`src/rtl/dffram_arbiter_2p_if.sv`:
```
// One requester's channel into the DFFRAM arbiter: a valid/ready access
// request plus a single-cycle response strobe carrying read data.
interface dffram_arbiter_2p_if #(
    parameter int AW = 8,
    parameter int DW = 32
);
    localparam int WB = DW / 8;

    logic          valid;
    logic          ready;
    logic [WB-1:0] we;
    logic [AW-1:0] addr;
    logic [DW-1:0] wdata;
    logic          rsp_valid;
    logic [DW-1:0] rsp_rdata;

    modport master (
        output valid, we, addr, wdata,
        input  ready, rsp_valid, rsp_rdata
    );

    modport slave (
        input  valid, we, addr, wdata,
        output ready, rsp_valid, rsp_rdata
    );
endinterface

```
`src/rtl/dffram_arbiter_2p.sv`:
```
// Round-robin arbiter sharing one single-port DFFRAM between two requesters,
// steering the RAM's one-cycle-latency read data back to the issuing port.
module dffram_arbiter_2p #(
    parameter int AW = 8,
    parameter int DW = 32
) (
    input  logic              CLK,
    input  logic              RESETn,
    dffram_arbiter_2p_if.slave p0,
    dffram_arbiter_2p_if.slave p1,
    output logic              ram_en,
    output logic [DW/8-1:0]   ram_we,
    output logic [AW-1:0]     ram_a,
    output logic [DW-1:0]     ram_di,
    input  logic [DW-1:0]     ram_do
);
    logic prio;           // 0: p0 wins a tie, 1: p1 wins a tie
    logic pend0, pend1;   // access accepted on the previous edge
    logic rd0, rd1;       // that access was a read
    logic gnt0, gnt1;

    // Reset gates the grant so nothing reaches the RAM while RESETn is low.
    always_comb begin
        gnt0 = RESETn & p0.valid & (~p1.valid | ~prio);
        gnt1 = RESETn & p1.valid & (~p0.valid | prio);
    end

    assign p0.ready = gnt0;
    assign p1.ready = gnt1;

    always_comb begin
        // NOTE: every output gets a default before the if, so no path leaves it unassigned and no latch is inferred.
        ram_en = gnt0 | gnt1;
        ram_we = '0;
        ram_a  = '0;
        ram_di = '0;
        if (gnt0) begin
            ram_we = p0.we;
            ram_a  = p0.addr;
            ram_di = p0.wdata;
        end else if (gnt1) begin
            ram_we = p1.we;
            ram_a  = p1.addr;
            ram_di = p1.wdata;
        end
    end

    always_ff @(posedge CLK) begin
        // NOTE: state uses <= so every register samples pre-edge values regardless of statement order.
        if (!RESETn) begin
            prio  <= 1'b0;
            pend0 <= 1'b0;
            pend1 <= 1'b0;
            rd0   <= 1'b0;
            rd1   <= 1'b0;
        end else begin
            if (gnt0)      prio <= 1'b1;
            else if (gnt1) prio <= 1'b0;
            pend0 <= gnt0;
            pend1 <= gnt1;
            rd0   <= gnt0 & ~|p0.we;
            rd1   <= gnt1 & ~|p1.we;
        end
    end

    // Write responses and idle cycles return zero rather than stale RAM output.
    assign p0.rsp_valid = RESETn & pend0;
    assign p1.rsp_valid = RESETn & pend1;
    assign p0.rsp_rdata = (RESETn & pend0 & rd0) ? ram_do : '0;
    assign p1.rsp_rdata = (RESETn & pend1 & rd1) ? ram_do : '0;
endmodule

```
`src/flat_wrapper.sv`:
```
// flat-port wrapper written by rule: the top's interface ports become plain ports
module dffram_arbiter_2p_flat 
#(
    parameter int AW = 8,
    parameter int DW = 32
)
  (CLK, RESETn, ram_en, ram_we, ram_a, ram_di, ram_do, p0_valid, p0_we, p0_addr, p0_wdata, p0_ready, p0_rsp_valid, p0_rsp_rdata, p1_valid, p1_we, p1_addr, p1_wdata, p1_ready, p1_rsp_valid, p1_rsp_rdata);
  dffram_arbiter_2p_if #(.AW(AW), .DW(DW)) p0_i ();
  dffram_arbiter_2p_if #(.AW(AW), .DW(DW)) p1_i ();
  input  logic CLK;
  input  logic RESETn;
  output logic ram_en;
  output logic [DW/8-1:0] ram_we;
  output logic [AW-1:0] ram_a;
  output logic [DW-1:0] ram_di;
  input  logic [DW-1:0] ram_do;
  input wire logic [$bits(p0_i.valid)-1:0] p0_valid;
  input wire logic [$bits(p0_i.we)-1:0] p0_we;
  input wire logic [$bits(p0_i.addr)-1:0] p0_addr;
  input wire logic [$bits(p0_i.wdata)-1:0] p0_wdata;
  output wire logic [$bits(p0_i.ready)-1:0] p0_ready;
  output wire logic [$bits(p0_i.rsp_valid)-1:0] p0_rsp_valid;
  output wire logic [$bits(p0_i.rsp_rdata)-1:0] p0_rsp_rdata;
  input wire logic [$bits(p1_i.valid)-1:0] p1_valid;
  input wire logic [$bits(p1_i.we)-1:0] p1_we;
  input wire logic [$bits(p1_i.addr)-1:0] p1_addr;
  input wire logic [$bits(p1_i.wdata)-1:0] p1_wdata;
  output wire logic [$bits(p1_i.ready)-1:0] p1_ready;
  output wire logic [$bits(p1_i.rsp_valid)-1:0] p1_rsp_valid;
  output wire logic [$bits(p1_i.rsp_rdata)-1:0] p1_rsp_rdata;
  assign p0_i.valid = p0_valid;
  assign p0_i.we = p0_we;
  assign p0_i.addr = p0_addr;
  assign p0_i.wdata = p0_wdata;
  assign p0_ready = p0_i.ready;
  assign p0_rsp_valid = p0_i.rsp_valid;
  assign p0_rsp_rdata = p0_i.rsp_rdata;
  assign p1_i.valid = p1_valid;
  assign p1_i.we = p1_we;
  assign p1_i.addr = p1_addr;
  assign p1_i.wdata = p1_wdata;
  assign p1_ready = p1_i.ready;
  assign p1_rsp_valid = p1_i.rsp_valid;
  assign p1_rsp_rdata = p1_i.rsp_rdata;
  dffram_arbiter_2p #(.AW(AW), .DW(DW)) u_core (.CLK(CLK), .RESETn(RESETn), .p0(p0_i), .p1(p1_i), .ram_en(ram_en), .ram_we(ram_we), .ram_a(ram_a), .ram_di(ram_di), .ram_do(ram_do));
endmodule
```
`config.mk`:
```
export PLATFORM = sky130hd
export DESIGN_NAME = dffram_arbiter_2p_flat
export DESIGN_NICKNAME = d
export VERILOG_FILES = /design/src/rtl/dffram_arbiter_2p_if.sv /design/src/rtl/dffram_arbiter_2p.sv /design/src/flat_wrapper.sv
export SDC_FILE = /design/constraint.sdc
export NUM_CORES = 1
export LEC_CHECK = 0
export CAP_MARGIN = 20
export CORE_ASPECT_RATIO = 1.5
export CORE_MARGIN = 8
export CORE_UTILIZATION = 17
export CTS_CLUSTER_SIZE = 8
export DETAILED_ROUTE_END_ITERATION = 10
export PLACE_DENSITY_LB_ADDON = 0.05
export SLEW_MARGIN = 10
export SYNTH_ARGS = -nofsm -noshare
export SYNTH_HDL_FRONTEND = slang
export SYNTH_SLANG_ARGS = --single-unit
```
`constraint.sdc`:
```
create_clock -name CLK -period 1.4 [get_ports CLK]
set_clock_uncertainty 0.2 [all_clocks]
set_input_delay 0.14 -clock CLK [delete_from_list [all_inputs] [get_ports CLK]]
set_output_delay 0.14 -clock CLK [all_outputs]
set_load 0.02 [all_outputs]
```
==> flow_summary.yaml <==
cts:
  cts_tree: "yes"
  clkTransAtPathRegs_ps: 40
  cts_root_buf: "clkbuf_8"
  cts_buffers: 3
  h-tree-depth: 1
  cts.path.max_buffers: 2
  cts_sinks: 5
  clk_latency_ps: 220
min_path:
  min_path_cells: 4
  hold_path_class: "input pin to register"
finish:
  num-nets-final: 534
  num_antenna_cells: 0
  syn_to_final_growth_pct: 310
  layout-drive-gt1-share_pct: 64.8
  final_cell_mix: "buf_6, clkdlybuf4s50_1, and2_4"
  mostFrequentLayoutCell: "buf_6"
  stdcell_area_sq_mm: 0.00469
die:
  io_pins: 237
  dieArea_sq_mm: 0.00966
  die_h_um: 116
  fp.dieW_um: 83.0
  rows: 36
  core_sq_mm: 0.00649
  initial_core_util_pct: 17.6
sta:
  fmax_mhz: 562
  rsz0062_at_grt: "yes"
  worst_slew_pin_slew_ps: 293
  min_period_over_period_pct: 127
  setup_viol: 110
  period_minus_slack_ps: 1780
  worst_slack_ps: -380
  slew_headroom_pct: 80.3
  slew_violations: 0
  finalHoldViolations: 0
routing:
  vias_per_cell: 4.54
  dr.pass1.iters: 4
  ant_nets: 0
  wirelength_um: 9690
  num_vias: 2202
  drtIter0Drc: 56
  wl_per_cell_um: 20.0
  drcViolationCount: 0
global_routing:
  first_global_vias: 2641
  overflow: 0
  grt_max_degree: 14
  grt_use_total_pct: 18.6
  antenna_found_initial: 0
  grt_pass1_wl_um: 14400
worst_setup_path:
  critical_path_depth: 5
  crit_buf_inv: 2
  end_kind: "output pin"
  worstPathCellList: "nand2b_4 > and3_4 > clkbuf_16 > a22o_4 > buf_6"
  cp_top_family: "simple AND/OR/NAND/NOR gates"
  worst_r2r_path_depth: 4
  worst_path_max_delay_cell: "dfxtp_2"
  worstPathRequired_ps: 1060
  crit_fanout: 7
  slowest_delay_ps: 320
  crit_arrival_ps: 1440
  cp-start-kind: "register"
  path_class: "register to output pin"
placement:
  place_area_sq_mm: 0.00402
  hpwlAfterDp_um: 7930
  io_buffers: 236
  gp_congestion: 0.780
  pre_cts_ws_ps: -982
synth:
  synth_seq_area_share_pct: 8.75
  yosysTopAreaCell: "and2_1"
  yosys_warnings: 0
  syn-num-nets: 269
  syn-mean-instance-area_sq_um: 7.89
  yosys-top-cells-area: "and2_1, a22o_1, dfxtp_1"
  netlist_instances: 145
  syn_area_sq_mm: 0.00114
  synth_cell_types: 15
  synth.ff_latch_count: 5
  synth_top_area_share_pct: 37.2
outcome:
  violations: "setup timing"
  outcome: "complete, but fails checks"
pwr:
  power_w: 0.00153
  leakagePower_nw: 2.20
  p_per_area_mw_per_mm2: 327
  ir_drop_uv: 213
run:
  maxCapViolations: 0
-- final timing paths --
kind	startpoint	slack, ps	endpoint
setup / recovery	u_core.prio	-380	ram_di[1]
hold / removal	RESETn	120	u_core.pend0
setup reg to reg	u_core.prio	60	u_core.rd1
hold reg to reg	u_core.prio	440	u_core.pend0
-- metrics by stage --
step                TNS (ps)  util (%)  hold WS (ps)  std cells
global placement     -104530      62.0           435        462
CTS                   -27010      73.0           125        489
floorplan              -2010         -          34.3        145
finish                -22830      72.4           122        485
global route          -27290      72.4           136        485
detailed placement   -104760      62.0           444        462
-- tightest hold or removal path: stages --
cell and delay [ps]:
buf_2 130, nand2_2 90, buf_4 100, a21oi_1 30
-- layout make-up --
class | count | area [sq um]
Multi-Input combinational cell | 125 | 1420
Sequential cell | 5 | 105
Timing Repair Buffer | 275 | 3030
Fill cell | 524 | 1790
Tap cell | 76 | 95.1
Clock buffer | 4 | 45.0
-- cell usage after synthesis --
master and count:
and3_2 1, dfxtp_1 5, and3_1 3, clkbuf_1 6
and2_1 68, nand2b_1 2, a21boi_0 1, buf_6 5
o21a_1 1, buf_8 4, nor4_1 2, a21oi_1 1
a21oi_4 1, nand2_2 1, a22o_1 44
-- per-layer routing --
| metal | up-vias | part of all wire [%] | track usage [%] |
|---|---|---|---|
| li1 | 1050 | - | - |
| met1 | 1029 | 30 | 15.6 |
| met2 | 119 | 59 | 38.9 |
| met3 | 4 | 10 | 8.44 |
| met4 | 0 | 0.39 | 2.35 |
| met5 | - | 0 | 0 |
-- state kept, by name, summed over array words and instances (netlist names) --
name / count
u_core.pend0: 1
u_core.pend1: 1
u_core.prio: 1
u_core.rd0: 1
u_core.rd1: 1
-- report_power, final --
group / internal, W / leakage (nW) / switching (W)
sequential: 0.000150 / 0.0425 / 0.00000306
combinational: 0.000714 / 2.14 / 0.000403
clock: 0.000195 / 0.0228 / 0.0000691
-- kinds of logic (layout without fill, tap and decap cells) --
family / Yosys count / count (layout) / share of synthesized area (%)
simple gates: 77 / 77 / 42.2
buf+inv: 15 / 279 / 12.1
compound gates: 48 / 48 / 36.9
flops: 5 / 5 / 8.75
-- timing repair --
item | in CTS | in global routing
endpoints found under the setup margin | 115 | 111
gates cloned | 7 | 2
hold buffers | 0 | 0
buffers inserted | 16 | 4
gates resized for setup | 764 | 20
pin swaps | 43 | 30
Power figures use the tool's default switching activity.
==> edit, RTL diff (same flow settings) <==
Make the reset (`RESETn`) asynchronous in one clocked block.
--- a/src/rtl/dffram_arbiter_2p.sv
+++ b/src/rtl/dffram_arbiter_2p.sv
@@ -45,7 +45,7 @@
         end
     end
 
-    always_ff @(posedge CLK) begin
+    always_ff @(posedge CLK or negedge RESETn) begin
         // NOTE: state uses <= so every register samples pre-edge values regardless of statement order.
         if (!RESETn) begin
             prio  <= 1'b0;
Behaviour: no difference found for any inputs over 10 cycles, from zero or initial values and one cycle with RESETn low; that may be too few to reach the edited logic, so the function may still have changed.
==> edit against the unedited design <==
Sequential cell count unchanged; cell area shrank 2.5%; non-clock buffer count increased by 6; area after synthesis down 2.7%; wire length is 0.78% lower; total power increased by 1.2%; count of clock-buffer cells in the layout unchanged; sequential share of layout area up 0.50 points; highest routed layer unchanged; setup slack got worse by 0.030 ns; the run still ends with negative setup slack left; clock power is 2% lower.
==> edit: results (changes against the unedited design) <==
fin worst setup slack=-0.410 ns (was -0.380 ns); status=finished with violations (unchanged); failing checks=negative setup slack (unchanged); max_slew headroom=83.8% (was 80.3%); Syn Nets=267 (was 269); Seq/Total Area, Yosys=11.2% (was 8.75%); DR WL met2=5340 um (was 5740 um); Sum Neg Setup Slack=-28.44 ns (was -22.83 ns); total track usage=19.1% (was 18.6%); P_leak=2.13 nW (was 2.20 nW); synth top area cells=and2_1 (38%), a22o_1 (35%), dfrtp_1 (11%) (was and2_1 (37%), a22o_1 (34%), dfxtp_1 (8.8%)); grt met1 use=16.8% (was 15.6%); CP Data Arrival Time=1.47 ns (was 1.44 ns); Synth Area in Compound Gates=38.2% (was 36.9%); Synth top cells by count=and2_1 (68), a22o_1 (44), clkbuf_1 (6), dfrtp_1 (5), buf_6 (4) (was and2_1 (68), a22o_1 (44), clkbuf_1 (6), buf_6 (5), dfxtp_1 (5)); Reg2Reg Depth=7 (was 4); maximum vdd ir drop=0.241 mV (was 0.213 mV); via count=2,207 (was 2,202); initial detailed-routing violation count=33 (was 56); ys async rst share=100% (was 0%); dpl hpwl=7160 um (was 7930 um); Global Route met2 Usage=37.1% (was 38.9%); fill count=485 (was 524); Setup-failing EPs final=113 (was 110); Hold Path Stages=5 (was 4); wire per inst=19.7 um (was 20.0 um)
-- edit: cell families (layout without fill, tap and decap cells) --
group                  count (synthesis)  count (layout)
and+or+nand+nor                       74              74
AOI/OAI and AO/OA                     48              48
buffers and inverters                 16             286
DFF                                    5               5
-- edit: cell type report --
class                   instances  area (um2)  area share, %
clock buffers                   4        45.0          0.985
multi-input cells             122        1180           25.8
repair buffers                281        3130           68.3
inverters                       1        3.75         0.0821
flip-flops and latches          5         125           2.74
well taps                      76        95.1           2.08
-- edit: worst min-delay path: stages --
cell	delay (ns)
dlygate4sd2_1	0.23
buf_6	0.11
o21a_1	0.12
buf_4	0.10
o21bai_1	0.06
-- edit: through the flow --
stage / total power (W) / hold WS (ns) / setup WS [ns]
3_3_place_gp: 0.00112 / 0.290 / -0.910
5_1_grt: 0.00164 / 0.431 / -0.490
4_1_cts: 0.00154 / 0.403 / -0.438
2_1_floorplan: 0.000503 / -0.356 / -0.0621
3_5_place_dp: 0.00113 / 0.290 / -0.929
6_report: 0.00155 / 0.392 / -0.410
-- edit: what timing repair did --
| action | CTS | global route |
|---|---|---|
| buffers inserted | 13 | 5 |
| hold endpoints to repair | 5 | 0 |
| hold buffers | 1 | 0 |
| pin swaps | 72 | 16 |
| gates resized for setup | 768 | 13 |
| setup endpoints to repair | 113 | 114 |
| cloned | 12 | 2 |
-- edit: final timing paths --
check / slack [ns] / start / end
worst min register to register: 0.67 / u_core.prio / u_core.prio
worst min-delay path: 0.39 / p0_valid / u_core.prio
worst max register to register: -0.13 / u_core.prio / u_core.prio
min in group asynchronous: 0.54 / RESETn / u_core.pend0
max in group asynchronous: 0.26 / RESETn / u_core.rd1
worst max-delay path: -0.41 / u_core.prio / ram_di[9]
